## config.mk

```make
export PLATFORM = sky130hd
export DESIGN_NAME = id_operand_stage
export DESIGN_NICKNAME = d
export VERILOG_FILES = /design/src/rtl/id_operand_stage.sv
export SDC_FILE = /design/constraint.sdc
export NUM_CORES = 1
export LEC_CHECK = 0
export ABC_AREA = 1
export CELL_PAD_IN_SITES_DETAIL_PLACEMENT = 0
export CELL_PAD_IN_SITES_GLOBAL_PLACEMENT = 1
export CORE_UTILIZATION = 25
export CTS_CLUSTER_DIAMETER = 80
export DETAILED_ROUTE_END_ITERATION = 7
export GPL_TIMING_DRIVEN = 0
export PLACE_DENSITY_LB_ADDON = 0.1
export SETUP_SLACK_MARGIN = 0.1
export SLEW_MARGIN = 40
export SYNTH_ARGS = -nofsm -noshare
export SYNTH_HDL_FRONTEND = slang
export SYNTH_SLANG_ARGS = --single-unit
```

## constraint.sdc

```tcl
create_clock -name clk -period 1.2 [get_ports clk]
set_input_delay 0.12 -clock clk [delete_from_list [all_inputs] [get_ports clk]]
set_output_delay 0.12 -clock clk [all_outputs]
set_load 0.005 [all_outputs]
```

## src/rtl/id_operand_stage.sv

```systemverilog
// id_operand_stage: one-register RV32I operand-decode stage with a valid/ready handshake.
// Optional feature macro ID_ILLEGAL_TRAP_EN adds an illegal-opcode flag and a saturating counter.
module id_operand_stage (
    input  logic        clk,
    input  logic        reset,
    input  logic        in_valid,
    output logic        in_ready,
    input  logic [31:0] instr,
    input  logic [31:0] pc_in,
    input  logic        flush,
    output logic        out_valid,
    input  logic        out_ready,
    output logic [2:0]  Si,
    output logic [11:0] imm12_I,
    output logic [11:0] imm12_S,
    output logic [19:0] imm20,
    output logic [31:0] PC,
    output logic [4:0]  rs1,
    output logic [4:0]  rs2,
    output logic [4:0]  rd,
    output logic        illegal,
    output logic [7:0]  illegal_count
);

    localparam logic [6:0] OPC_OP     = 7'b0110011;
    localparam logic [6:0] OPC_BRANCH = 7'b1100011;
    localparam logic [6:0] OPC_OPIMM  = 7'b0010011;
    localparam logic [6:0] OPC_LOAD   = 7'b0000011;
    localparam logic [6:0] OPC_STORE  = 7'b0100011;
    localparam logic [6:0] OPC_LUI    = 7'b0110111;
    localparam logic [6:0] OPC_AUIPC  = 7'b0010111;
    localparam logic [6:0] OPC_JAL    = 7'b1101111;
    localparam logic [6:0] OPC_JALR   = 7'b1100111;

    localparam logic [2:0] SI_PB    = 3'b000;
    localparam logic [2:0] SI_IMM_I = 3'b001;
    localparam logic [2:0] SI_IMM_S = 3'b010;
    localparam logic [2:0] SI_IMM20 = 3'b011;
    localparam logic [2:0] SI_PC    = 3'b100;

    // Second-operand select; unknown opcodes fall back to the register operand.
    function automatic logic [2:0] si_decode(input logic [6:0] opc);
        case (opc)
            OPC_OP, OPC_BRANCH:   si_decode = SI_PB;
            OPC_OPIMM, OPC_LOAD:  si_decode = SI_IMM_I;
            OPC_STORE:            si_decode = SI_IMM_S;
            OPC_LUI, OPC_AUIPC:   si_decode = SI_IMM20;
            OPC_JAL, OPC_JALR:    si_decode = SI_PC;
            default:              si_decode = SI_PB;
        endcase
    endfunction

    logic        accept_s;
    logic        out_valid_q, out_valid_d;
    logic [2:0]  si_q, si_d;
    logic [11:0] imm_i_q, imm_i_d;
    logic [11:0] imm_s_q, imm_s_d;
    logic [19:0] imm20_q, imm20_d;
    logic [31:0] pc_q, pc_d;
    logic [4:0]  rs1_q, rs1_d;
    logic [4:0]  rs2_q, rs2_d;
    logic [4:0]  rd_q, rd_d;

    // Handshake: flush blocks acceptance even when the stage has room.
    always_comb begin
        in_ready = (!out_valid_q || out_ready) && !flush;
        accept_s = in_valid && in_ready;
    end

    // Next-state for the bundle; fields only load on acceptance so a stall holds them.
    always_comb begin
        out_valid_d = out_valid_q;
        si_d        = si_q;
        imm_i_d     = imm_i_q;
        imm_s_d     = imm_s_q;
        imm20_d     = imm20_q;
        pc_d        = pc_q;
        rs1_d       = rs1_q;
        rs2_d       = rs2_q;
        rd_d        = rd_q;
        if (flush) begin
            out_valid_d = 1'b0;
        end else if (accept_s) begin
            out_valid_d = 1'b1;
            si_d        = si_decode(instr[6:0]);
            imm_i_d     = instr[31:20];
            imm_s_d     = {instr[31:25], instr[11:7]};
            imm20_d     = instr[31:12];
            pc_d        = pc_in;
            rs1_d       = instr[19:15];
            rs2_d       = instr[24:20];
            rd_d        = instr[11:7];
        end else if (out_ready) begin
            out_valid_d = 1'b0;
        end else begin
            out_valid_d = out_valid_q;
        end
    end

    // Bundle register with synchronous reset.
    always_ff @(posedge clk) begin
        if (reset) begin
            out_valid_q <= 1'b0;
            si_q        <= 3'd0;
            imm_i_q     <= 12'd0;
            imm_s_q     <= 12'd0;
            imm20_q     <= 20'd0;
            pc_q        <= 32'd0;
            rs1_q       <= 5'd0;
            rs2_q       <= 5'd0;
            rd_q        <= 5'd0;
        end else begin
            out_valid_q <= out_valid_d;
            si_q        <= si_d;
            imm_i_q     <= imm_i_d;
            imm_s_q     <= imm_s_d;
            imm20_q     <= imm20_d;
            pc_q        <= pc_d;
            rs1_q       <= rs1_d;
            rs2_q       <= rs2_d;
            rd_q        <= rd_d;
        end
    end

    assign out_valid = out_valid_q;
    assign Si        = si_q;
    assign imm12_I   = imm_i_q;
    assign imm12_S   = imm_s_q;
    assign imm20     = imm20_q;
    assign PC        = pc_q;
    assign rs1       = rs1_q;
    assign rs2       = rs2_q;
    assign rd        = rd_q;

`ifdef ID_ILLEGAL_TRAP_EN
    // True for the nine opcodes the operand decode understands.
    function automatic logic opcode_known(input logic [6:0] opc);
        case (opc)
            OPC_OP, OPC_BRANCH, OPC_OPIMM, OPC_LOAD, OPC_STORE,
            OPC_LUI, OPC_AUIPC, OPC_JAL, OPC_JALR: opcode_known = 1'b1;
            default:                               opcode_known = 1'b0;
        endcase
    endfunction

    logic       illegal_q, illegal_d;
    logic [7:0] ill_cnt_q, ill_cnt_d;

    // Flag tracks the accepted instruction; the count saturates at 255.
    always_comb begin
        illegal_d = illegal_q;
        ill_cnt_d = ill_cnt_q;
        if (accept_s) begin
            illegal_d = !opcode_known(instr[6:0]);
            if (!opcode_known(instr[6:0]) && (ill_cnt_q != 8'hFF)) begin
                ill_cnt_d = ill_cnt_q + 8'd1;
            end else begin
                ill_cnt_d = ill_cnt_q;
            end
        end else begin
            illegal_d = illegal_q;
        end
    end

    // Trap state register.
    always_ff @(posedge clk) begin
        if (reset) begin
            illegal_q <= 1'b0;
            ill_cnt_q <= 8'd0;
        end else begin
            illegal_q <= illegal_d;
            ill_cnt_q <= ill_cnt_d;
        end
    end

    assign illegal       = illegal_q;
    assign illegal_count = ill_cnt_q;
`else
    assign illegal       = 1'b0;
    assign illegal_count = 8'd0;
`endif

endmodule

```

# --- Word-level counts from Yosys, hierarchy flattened ---
# Index checks and enable logic that the tools add are counted.
totals:
  in_bits: 69
  register_bits: 95
  wordCells: 31
  output_inout_bits: 105
classes:
  n_bitwise: 1
  n_reduce_logical: 11
  muxes: 3
  n_eq_ne: 7
ops:
  columns: ["operator", "n"]
  rows:
  - ["7-bit by 5-bit equality test with 1-bit output, second input constant", 2]
  - ["7-bit by 6-bit equality test with 1-bit output, second input constant", 2]
  - ["7-bit equality test, second input constant", 2]
  - ["3-bit case mux with 4 select lines", 1]
  - ["2-bit OR reduction", 4]
  - ["7-bit by 2-bit equality test with 1-bit output, second input constant", 1]
  - ["1-bit logical AND", 2]
  - ["1-bit logical NOT", 2]
  - ["1-bit 2-to-1 mux", 2]
  - ["2-bit AND reduction", 1]
  - ["2-bit nonzero test", 1]
  - ["1-bit logical OR", 1]
  - ["1-bit NOT", 1]

# --- Logic depth before layout (Yosys ltp) ---
depth:
  ltp_word: 5
  mapped_depth: 8
  depth_no_buf: 7

# --- Worst setup path after synthesis ---
# Ideal clock, no wire load.
synth_path:
  path_kind: "register to register"
  startpoint: "register out_valid_q, in the netlist out_valid"
  endpoint: "register pc_q[0], in the netlist PC[0]"
  period_less_slack_ns: 1.044
  n_path_buf: 2
  setup_ns: 0.143
  stages_incl_launch_ff: 8
  arrival_ns: 0.901
  required_time_ns: 1.057
  slack_ns: 0.156
  path_cell_list: "dfxtp_1 > nand2_4 > nand2_4 > nor2_4 > buf_6 > buf_12 > nand2_2 > a21oi_2"
synth_via:
  elab_chain_cells: 5
synth_lines:
  columns: ["element", "line_no", "rtl"]
  rows:
  - ["from (decl)", "54", "logic out_valid_q, out_valid_d;"]
  - ["from (signal assigned)", "113", "out_valid_q <= out_valid_d;"]
  - ["1-bit logical NOT", "66", "in_ready = (!out_valid_q || out_ready) && !flush;"]
  - ["1-bit logical OR", "66", null]
  - ["1-bit logical AND", "66", null]
  - ["1-bit logical AND", "67", "accept_s = in_valid && in_ready;"]
  - ["2-bit AND reduction (no source line)", null, null]
  - ["to (signal assigned)", "118", "pc_q <= pc_d;"]
  - ["to (decl)", "59", "logic [31:0] pc_q, pc_d;"]
# No other way between the ends.
# A chain may end at the register's enable or synchronous reset.

# --- Worst setup path in the final report ---
layout_path:
  startpoint: "register out_valid_q, in the netlist out_valid"
  endpoint: "register pc_q[7], in the netlist PC[7]"
# Same word-level chain as after synthesis.

==> key figures <==
Setup path
  – Worst Path Arrival: 1490 ps
  – Worst-path fanout max: 5
  – Critical path depth: 9
  – Cell at the slowest stage of the critical path: dfxtp_2
  – Crit Path Category: reg -> reg
  – Critical Path RT: 1460 ps
  – Critical Path, Cell by Cell: nand2_4 > nand2_4 > nor2_4 > buf_8 > buf_12 > buf_6 > buf_12 > nand2_2 > a21oi_2
  – Worst reg2reg path depth: 9
  – Crit path buf inv count: 4
  – Critical Path Max Stage Delay: 330 ps
  – CP delay by family, top: buffers and inverters
  – CP Launch Type: register
  – Critical Path Sink Type: register

Clock tree
  – Longest Clk Path Bufs: 2
  – Reg clk slew, reported paths: ~70 ps
  – Htree depth: 3
  – CTS tree: yes
  – CTS Buf Count: 9
  – Sink Count: roughly 60
  – Root buffer cell: clkbuf_8
  – Clock insertion delay at the later pin of the skew report: 340 ps
  – CTS hold repair buffers: 0

STA
  – RSZ-0062 raised after global routing: true
  – Final setup TNS: -114 ps
  – Worst hold slack: 163 ps
  – Slew margin rel.: 51.5%
  – Hold Fails Final Rpt: 0
  – Period utilization: 102%
  – Highest Clock Rate: 816 MHz
  – Setup slack after layout: -25.7 ps
  – Fin. max-slew vios: 0
  – Worst-Margin Slew: 728 ps
  – Final Critical Period: 1230 ps
  – Setup violations, final: 5
  – Worst Clk Skew: 10.6 ps

Status
  – Status: finished, violations left
  – Failing checks: negative setup slack

GRT
  – Initial antenna violation count: 0
  – Total gr overflow: 0
  – Number of global-route vias before repair: 2848
  – Largest net degree at the start of global routing: 11
  – GRT Resource Usage Total: between 15 and 20%
  – Global-route wire length before repair: 13.6 mm

Placement
  – Placed insts: 643
  – IO buf count: 163
  – Dpl hpwl: 5.86 mm
  – Gpl congestion: 0.697

Pwr
  – Pleak: 2.60 nW
  – PwrDens: about 1000 mW/mm^2
  – Max IR drop VDD: 0.475 mV

Floorplanning
  – Core area: 0.0104 sq mm
  – Die Ht: 106 microns
  – Die area: ~0.011 sq mm
  – Die W: roughly 110 microns
  – I/O Pins: 174
  – Num rows: 37
  – Starting Density: 25.9%

Job
  – # Max-Cap Violations: 0

Drt
  – DRT Pass-1 Iters: 4
  – Wire per inst: 12.2 microns
  – DR iter-0 viols: 67
  – Post-DRT Antenna Nets: 0
  – Via-to-Cell Ratio: 4.02
  – # DRC: 0
  – DRT Wirelength: about 8.5 mm
  – Vias: ~2800

Finish
  – Non-Filler Instances: about 700
  – Fin nets: 626
  – Share of cells above drive strength 1: 42.5%
  – Layout area overhead: 101%
  – Antenna diodes: 0

Synthesis
  – Synth cell types: 19
  – Synthesized area: 0.00270 sq mm
  – Synth Warn #: 0
  – Syn_area_per_cell: 8.04 sq um
  – Synth Instances: between 300 and 400
  – Seq/Total Area, Yosys: 45.2%
  – Number of synthesized register bits: approximately 60

Worst hold path
  – Hold depth: 3
  – Hold Crit Class: in -> reg
-- through the flow --
stage	total power, W	instance area, sq um	worst slack, ps	utilization [%]
floorplan	0.00261	2730	156	-
CTS	0.00552	5410	-52.9	51.9
global route	0.00569	5440	-103	52.2
global placement	0.00321	4530	-253	43.5
detailed placement	0.00321	4530	-273	43.5
finish	0.00545	5440	-25.7	52.2
-- routing by layer --
metal | track usage [%] | routed length, microns
met1 | 17.7 | 3570
met2 | 26.9 | 4160
met3 | 4.54 | 692
met4 | 5.65 | 111
met5 | 0 | 0
-- cell families (layout without fill, tap and decap cells) --
kind of cell           after synthesis  count (layout)  share of synthesized area, %
and+or+nand+nor                    144             144                          23.0
buffers and inverters               72             290                          18.0
AOI/OAI and AO/OA                   58              58                          13.6
other                                1               9                         0.139
DFF                                 61              61                          45.2
-- flip-flops by register name, summed over array words and instances (netlist names) --
| name | cells |
|---|---|
| imm12_S | 5 |
| PC | 32 |
| out_valid | 1 |
| Si | 3 |
| imm20 | 8 |
| imm12_I | 12 |
-- report_power, final --
| group | leakage [nW] | switching [W] | internal [W] | total, W |
|---|---|---|---|---|
| clock network | 0.116 | 0.000813 | 0.00128 | 0.00209 |
| registers | 0.511 | 0.0000552 | 0.00213 | 0.00219 |
| logic | 1.97 | 0.000433 | 0.000741 | 0.00117 |
| total | 2.60 | 0.00130 | 0.00415 | 0.00545 |
-- layout by cell type, fill, tap and decap left out, types with 4 or more instances in the layout --
cell type / Yosys / final
a21oi_2: 20 / 25
buf_2: 12 / 7
nand2_1: 107 / 103
nor2_1: 12 / 10
buf_8: 0 / 7
buf_4: 43 / 37
a21oi_1: 37 / 32
nand2_4: 2 / 15
buf_6: 1 / 72
nand2_2: 20 / 11
clkbuf_8: 0 / 11
dfxtp_2: 0 / 30
conb_1: 1 / 9
dlygate4sd2_1: 0 / 56
inv_1: 8 / 6
dfxtp_1: 61 / 31
clkbuf_2: 0 / 5
clkbuf_1: 4 / 5
clkdlybuf4s50_1: 0 / 65
buf_12: 2 / 5
inv_2: 2 / 4
-- cells in the mapped netlist (all sizes together) --
| library cell | count | area [sq um] |
|---|---|---|
| inv | 10 | 37.5 |
| conb | 1 | 3.75 |
| a211oi | 1 | 7.51 |
| a21oi | 57 | 360 |
| nand2 | 129 | 549 |
| buf | 58 | 434 |
| nand4 | 1 | 6.26 |
| clkbuf | 4 | 15.0 |
| nand3 | 1 | 10.0 |
| nor2 | 13 | 56.3 |
| dfxtp | 61 | 1220 |
-- path summary, 6_finish.rpt --
kind / startpoint / end / slack (ps)
worst max-delay path: out_valid$_SDFFE_PP0P_ / PC[7]$_SDFFE_PP0P_ / -30
worst min-delay path: in_valid / out_valid$_SDFFE_PP0P_ / 160
worst max register to register: out_valid$_SDFFE_PP0P_ / PC[7]$_SDFFE_PP0P_ / -30
worst min register to register: PC[28]$_SDFFE_PP0P_ / PC[28]$_SDFFE_PP0P_ / 460
-- tightest hold or removal path, cell delays in order --
cell	delay, ps
dlymetal6s2s_1	170
inv_2	90
a211oi_1	70
-- area by class of cell --
cell class              count  area (sq um)
plain buffers              55           551
well taps                 136           170
clock inverters             4          70.1
fillers                  1033          4970
clock buffers              12           155
repair buffers            209          2060
multi-input cells         211          1130
flip-flops and latches     61          1260
inverters                  10          37.5
-- repair_timing --
item | 4_1_cts | 5_1_grt
setup endpoints to repair | 156 | 88
gates cloned | 3 | 0
pin swaps | 5 | 4
buffers inserted | 41 | 8
gates resized for setup | 334 | 40
No activity file was read; power rests on OpenSTA's default activity.
